File: src/rtl/filter_pkg.sv
// Shared window geometry for the filter path: pixel/window widths and the
// packed bit offset of a window element.
package filter_pkg;

  localparam int unsigned PIXEL_W  = 8;
  localparam int unsigned WIN_DIM  = 3;
  localparam int unsigned WINDOW_W = PIXEL_W * WIN_DIM * WIN_DIM;

  typedef logic [PIXEL_W-1:0]  pixel_t;
  typedef logic [WINDOW_W-1:0] window_t;

  // Element (r, c) of a window; r=0 is the oldest row, c=0 the leftmost column.
  function automatic int unsigned win_idx(input int unsigned r, input int unsigned c);
    return PIXEL_W * (WIN_DIM * r + c);
  endfunction

endpackage

File: src/rtl/window_3x3_gen_if.sv
// Pixel-in / window-out stream bundle between a pixel source, the window
// generator and a window-consuming filter.
interface window_3x3_gen_if;
  import filter_pkg::*;

  logic    in_valid;
  logic    in_ready;
  pixel_t  in_data;
  logic    out_valid;
  logic    out_ready;
  window_t out_window;
  logic    out_last;

  modport slave (
    input  in_valid, in_data, out_ready,
    output in_ready, out_valid, out_window, out_last
  );

  modport master (
    output in_valid, in_data, out_ready,
    input  in_ready, out_valid, out_window, out_last
  );

endinterface

File: src/rtl/window_3x3_gen_line_buffer.sv
// One image row of pixels: combinational read and synchronous write at the
// same address. Contents are deliberately not reset.
module line_buffer #(
  parameter  int unsigned DEPTH = 256,
  parameter  int unsigned WIDTH = 8,
  localparam int unsigned AW    = (DEPTH > 1) ? $clog2(DEPTH) : 1
) (
  input  logic             clk_i,
  input  logic             we_i,
  input  logic [AW-1:0]    addr_i,
  input  logic [WIDTH-1:0] wdata_i,
  output logic [WIDTH-1:0] rdata_o
);

  logic [WIDTH-1:0] mem_q [DEPTH];

  always_ff @(posedge clk_i) begin
    if (we_i) begin
      mem_q[addr_i] <= wdata_i;
    end
  end

  assign rdata_o = mem_q[addr_i];

endmodule

File: src/rtl/window_3x3_gen.sv
// Streaming 3x3 neighbourhood generator: raster pixels in, one packed window
// out per interior pixel, single flow-controlled output register.
module window_3x3_gen
  import filter_pkg::*;
#(
  parameter int unsigned IMG_WIDTH  = 256,
  parameter int unsigned IMG_HEIGHT = 256
) (
  input  logic             clk,
  input  logic             rst_n,
  window_3x3_gen_if.slave  bus
);

  localparam int unsigned CW = $clog2(IMG_WIDTH);
  localparam int unsigned RW = $clog2(IMG_HEIGHT);

  localparam logic [CW-1:0] COL_LAST = CW'(IMG_WIDTH - 1);
  localparam logic [RW-1:0] ROW_LAST = RW'(IMG_HEIGHT - 1);
  localparam logic [CW-1:0] COL_MIN  = CW'(2);
  localparam logic [RW-1:0] ROW_MIN  = RW'(2);

  logic [CW-1:0] col_q, col_d;
  logic [RW-1:0] row_q, row_d;
  window_t       win_q, win_d;
  window_t       shifted;
  window_t       owin_q, owin_d;
  logic          ovalid_q, ovalid_d;
  logic          olast_q, olast_d;
  pixel_t        top_rd, mid_rd;
  logic          ready, accept, interior;

  assign ready    = !ovalid_q || bus.out_ready;
  assign accept   = bus.in_valid && ready;
  assign interior = (row_q >= ROW_MIN) && (col_q >= COL_MIN);

  // Accepting a pixel ages column c down one line: mid row moves to top,
  // the new pixel becomes the mid row.
  line_buffer #(.DEPTH(IMG_WIDTH), .WIDTH(PIXEL_W)) u_lb_top (
    .clk_i   (clk),
    .we_i    (accept),
    .addr_i  (col_q),
    .wdata_i (mid_rd),
    .rdata_o (top_rd)
  );

  line_buffer #(.DEPTH(IMG_WIDTH), .WIDTH(PIXEL_W)) u_lb_mid (
    .clk_i   (clk),
    .we_i    (accept),
    .addr_i  (col_q),
    .wdata_i (bus.in_data),
    .rdata_o (mid_rd)
  );

  always_comb begin
    shifted = '0;
    for (int unsigned r = 0; r < WIN_DIM; r++) begin
      for (int unsigned c = 0; c < WIN_DIM - 1; c++) begin
        shifted[win_idx(r, c) +: PIXEL_W] = win_q[win_idx(r, c + 1) +: PIXEL_W];
      end
    end
    shifted[win_idx(0, 2) +: PIXEL_W] = top_rd;
    shifted[win_idx(1, 2) +: PIXEL_W] = mid_rd;
    shifted[win_idx(2, 2) +: PIXEL_W] = bus.in_data;
  end

  always_comb begin
    col_d    = col_q;
    row_d    = row_q;
    win_d    = win_q;
    owin_d   = owin_q;
    ovalid_d = ovalid_q;
    olast_d  = olast_q;

    if (accept) begin
      win_d = shifted;
      if (col_q == COL_LAST) begin
        col_d = '0;
        row_d = (row_q == ROW_LAST) ? '0 : row_q + 1'b1;
      end else begin
        col_d = col_q + 1'b1;
      end
    end

    // A new interior window takes priority over draining the current one.
    if (accept && interior) begin
      owin_d   = shifted;
      ovalid_d = 1'b1;
      olast_d  = (row_q == ROW_LAST) && (col_q == COL_LAST);
    end else if (ovalid_q && bus.out_ready) begin
      ovalid_d = 1'b0;
      olast_d  = 1'b0;
    end
  end

  always_ff @(posedge clk or negedge rst_n) begin
    if (!rst_n) begin
      col_q    <= '0;
      row_q    <= '0;
      win_q    <= '0;
      owin_q   <= '0;
      ovalid_q <= 1'b0;
      olast_q  <= 1'b0;
    end else begin
      col_q    <= col_d;
      row_q    <= row_d;
      win_q    <= win_d;
      owin_q   <= owin_d;
      ovalid_q <= ovalid_d;
      olast_q  <= olast_d;
    end
  end

  assign bus.in_ready   = ready;
  assign bus.out_valid  = ovalid_q;
  assign bus.out_window = owin_q;
  assign bus.out_last   = olast_q;

endmodule
File: src/flat_wrapper.sv
// flat-port wrapper written by rule: the top's interface ports become plain ports
module window_3x3_gen_flat import filter_pkg::*;
#(
  parameter int unsigned IMG_WIDTH  = 256,
  parameter int unsigned IMG_HEIGHT = 256
)
  (clk, rst_n, bus_in_valid, bus_in_data, bus_out_ready, bus_in_ready, bus_out_valid, bus_out_window, bus_out_last);
  window_3x3_gen_if bus_i ();
  input  logic clk;
  input  logic rst_n;
  input wire logic [$bits(bus_i.in_valid)-1:0] bus_in_valid;
  input wire logic [$bits(bus_i.in_data)-1:0] bus_in_data;
  input wire logic [$bits(bus_i.out_ready)-1:0] bus_out_ready;
  output wire logic [$bits(bus_i.in_ready)-1:0] bus_in_ready;
  output wire logic [$bits(bus_i.out_valid)-1:0] bus_out_valid;
  output wire logic [$bits(bus_i.out_window)-1:0] bus_out_window;
  output wire logic [$bits(bus_i.out_last)-1:0] bus_out_last;
  assign bus_i.in_valid = bus_in_valid;
  assign bus_i.in_data = bus_in_data;
  assign bus_i.out_ready = bus_out_ready;
  assign bus_in_ready = bus_i.in_ready;
  assign bus_out_valid = bus_i.out_valid;
  assign bus_out_window = bus_i.out_window;
  assign bus_out_last = bus_i.out_last;
  window_3x3_gen #(.IMG_WIDTH(IMG_WIDTH), .IMG_HEIGHT(IMG_HEIGHT)) u_core (.clk(clk), .rst_n(rst_n), .bus(bus_i));
endmodule
File: config.mk
export PLATFORM = sky130hd
export DESIGN_NAME = window_3x3_gen_flat
export DESIGN_NICKNAME = d
export VERILOG_FILES = /design/src/rtl/filter_pkg.sv /design/src/rtl/window_3x3_gen_if.sv /design/src/rtl/window_3x3_gen_line_buffer.sv /design/src/rtl/window_3x3_gen.sv /design/src/flat_wrapper.sv
export SDC_FILE = /design/constraint.sdc
export NUM_CORES = 2
export LEC_CHECK = 0
export CAP_MARGIN = 0
export CELL_PAD_IN_SITES_DETAIL_PLACEMENT = 1
export CELL_PAD_IN_SITES_GLOBAL_PLACEMENT = 1
export CORE_MARGIN = 2
export CORE_UTILIZATION = 25
export DETAILED_ROUTE_END_ITERATION = 7
export PLACE_DENSITY = 0.48
export SYNTH_ARGS = -nofsm -noshare
export SYNTH_HDL_FRONTEND = slang
export SYNTH_SLANG_ARGS = --single-unit
File: constraint.sdc
create_clock -name clk -period 23.1 [get_ports clk]
set_input_delay 4.62 -clock clk [delete_from_list [all_inputs] [get_ports clk]]
set_output_delay 4.62 -clock clk [all_outputs]
set_load 0.005 [all_outputs]
==> summary.txt <==
Global route
  • Grt total ovfl: 0
  • Vias in the first global route: approximately 84,000
  • Largest net degree at the start of global routing: 179
  • Antenna violations before repair: 56
  • First-pass GRT wire length: 706 mm
  • Total Routing Usage GR: 15.2%

Floorplan
  • Initial Util: roughly 25%
  • Die X: 808 µm
  • Core Rows: slightly below 300
  • Core ar.: 0.645 mm²
  • Ports: 87
  • Die Y-Extent: 808 µm
  • Die Area: 0.653 mm²

Yosys
  • Synth async-reset ratio: under 10%
  • EDFF count, synth: 4,096
  • YS warnings: 0
  • Most frequent cell after synthesis: edfxtp_1
  • Yosys cell types: 64
  • Most common flop cell mapped by yosys: edfxtp_1
  • Avg Cell Area, Syn: 22.0 µm²
  • Syn Nets: 7,352
  • Synthesized area: about 0.16 mm²
  • Post-synth top area cell: edfxtp_1
  • Top post-synthesis cells by count: 4,096 x edfxtp_1, 967 x mux4_2, 290 x nor2_1
  • Seq cells post-synth: 4,234
  • Synth top area share: 76.1%
  • Seq/Total Area, Yosys: just under 80%
  • Synth top area cells: edfxtp_1 76%, mux4_2 13%, dfrtp_1 2.1%
  • Cells after Synth: 7,334

Outcome
  • Outcome: complete, no violations

STA
  • Max Slew Vio Count: 0
  • Final period util: between 40% and 50%
  • Max Fclk: 94.9 MHz
  • Tmin final: 10.53 ns
  • Worst slew margin: 5.60%
  • Skew final: 0.0817 ns
  • Final Hold Viols: 0
  • Unrepaired setup endpoints after global routing: false
  • Setup violations, final: 0
  • Worst-Margin Slew: 1.42 ns
  • Setup TNS: 0 ns

Power
  • Worst IR Drop VDD: 0.236 mV
  • Tot Pwr: between 20 and 25 mW
  • P_leak: slightly below 60 nW
  • Pwr dens: 124 mW/mm²

Setup path
  • Startpoint types: input pin
  • Worst EP required: 18.48 ns
  • Arrival time at the worst endpoint: 5.91 ns
  • Worst Path Max Fanout: 5
  • Crit end category: output port
  • CP Class: in2out

Clock network
  • Post-CTS Hold Fix Bufs: 0
  • CTS Buf Count: 451
  • Post-CTS Resized: 0
  • CTS clk-pin slew, worst paths: 0.06 ns
  • Clock sink total: 4,234
  • CTS tree: yes
  • Skew-Pair Late Insertion Delay: 1.06 ns
  • Setup repair bufs after CTS: 0
  • Root Buffer: clkbuf_16
  • H-Tree Depth: 5
  • CTS Buffer Depth: 4

Detailed routing
  • Vias/cell: 4.74
  • Drc violations: 0
  • First-pass DRT Iterations: 5
  • Number of DRC markers in iteration 0: 8,230
  • Drt total wl: 512 mm
  • Average wire per standard cell: 30.5 µm
  • Via count: 79,757
  • Post-route ant nets: 0

Worst hold path
  • Worst min path class: reg2reg

Placed design
  • RePlAce Congestion: 0.801
  • I/O Buffers: 86
  • Hpwl dp: 313 mm

Layout
  • Layout cells sized above 1: 26.8%
  • Area Growth Syn to Fin: 17.0%
  • Nets@finish: 7,842

Run
  • Max-cap viol count: 0
## layer usage
metal | global-route usage, % | vias to the layer above | share of wire [%]
met1 | 21.0 | 44569 | 43
li1 | - | 32052 | -
met5 | 0 | - | 0.0020
met3 | 2.14 | 615 | 5.4
met2 | 25.3 | 2519 | 48
met4 | 4.06 | 2 | 2.9
## critical path, cell delays in order
cell,delay [ns]
clkdlybuf4s50_1,0.50
nand2b_1,0.24
clkdlybuf4s50_1,0.55
## path summary, 6_finish.rpt
path | startpoint | end | slack [ns] | depth (start not counted)
worst min register to register | u_core.win_q[33]$_DFFE_PN0P_ | u_core.win_q[33]$_DFFE_PN0P_ | 0.47 | 2
worst max-delay path | bus_out_ready | bus_in_ready | 12.57 | 3
max in group asynchronous | rst_n | u_core.bus.out_window[68]$_DFFE_PN0P_ | 18.18 | 2
worst min-delay path | u_core.win_q[33]$_DFFE_PN0P_ | u_core.win_q[33]$_DFFE_PN0P_ | 0.47 | 2
worst max register to register | u_core.col_q[1]$_DFFE_PN0P_ | u_core.u_lb_top.mem_q[140][0]$_DFFE_PP_ | 13.48 | 12
min in group asynchronous | rst_n | u_core.bus.out_window[15]$_DFFE_PN0P_ | 3.70 | 1
## power by group
part | internal [mW] | leakage (nW) | switching, mW
Combinational | 1.44 | 12.4 | 4.70
Sequential | 10.2 | 38.7 | 0.115
Clock | 4.00 | 6.89 | 3.05
Total | 15.6 | 58.1 | 7.86
## cells in the final DEF, fill, tap and decap left out, drive strengths merged, types with 11 or more instances in the layout
master | netlist | routed
buf | 241 | 391
mux4 | 967 | 967
dfrtp | 138 | 138
edfxtp | 4096 | 4096
nand4 | 14 | 14
clkinv | 4 | 202
inv | 8 | 20
a22o | 35 | 35
nand2 | 263 | 263
or3 | 13 | 13
clkbuf | 190 | 566
o2111ai | 19 | 19
bufinv | 0 | 33
a21oi | 75 | 75
a211oi | 19 | 19
o22ai | 106 | 106
a22oi | 158 | 158
clkinvlp | 0 | 13
diode | 0 | 15
mux2i | 264 | 264
o221ai | 27 | 27
clkdlybuf4s50 | 0 | 77
nand3 | 54 | 54
nor2 | 290 | 290
mux2 | 82 | 82
o21ai | 22 | 22
a221oi | 84 | 84
nor4 | 18 | 18
a32oi | 13 | 13
nor3 | 11 | 11
## flip-flops by register name (all words and copies together), names as in the netlist
| register | flops |
|---|---|
| u_core.bus.out_last | 1 |
| u_core.bus.out_valid | 1 |
| u_core.win_q | 48 |
| u_core.u_lb_top.mem_q | 2048 |
| u_core.col_q | 8 |
| u_core.u_lb_mid.mem_q | 2048 |
| u_core.row_q | 8 |
| u_core.bus.out_window | 72 |
## area by class of cell
cell class                      instances  area (µm²)
Timing Repair Buffer                  468        4020
Inverter                               12        67.6
Clock inverter                        256        2300
Antenna cell                           15        37.5
Tap cell                             8613       10800
Clock buffer                          566       11900
Sequential cell                      4234      126000
Multi-Input combinational cell       2657       33600
Fill cell                           64936      456000
## kinds of logic (layout without fill, tap and decap cells)
group                    after synthesis  count (layout)  share of synthesized area [%]
AO/OA/AOI/OAI                        604             604                           2.73
XOR/XNOR                              10              10                         0.0542
adder cells (fa/ha/maj)                6               6                         0.0464
buffers and inverters                443            1302                           1.31
flip-flops                          4234            4234                           78.2
multiplexers                        1313            1313                           15.7
other                                  0              15                              0
AND/OR/NAND/NOR                      724             724                           1.95
## per-stage QoR
step	utilization (%)	hold slack, ns	cell area, µm²	std cells	setup WS (ns)
after floorplan	-	0.440	162000	7334	13.69
after global placement	27.1	0.470	175000	15981	12.52
after detailed placement	27.1	0.457	175000	15983	12.56
after CTS	29.3	0.474	189000	16805	12.55
after global routing	29.3	0.505	189000	16809	12.53
final	29.3	0.470	189000	16821	12.57
Note: power is estimated with default switching activity, not from simulation.
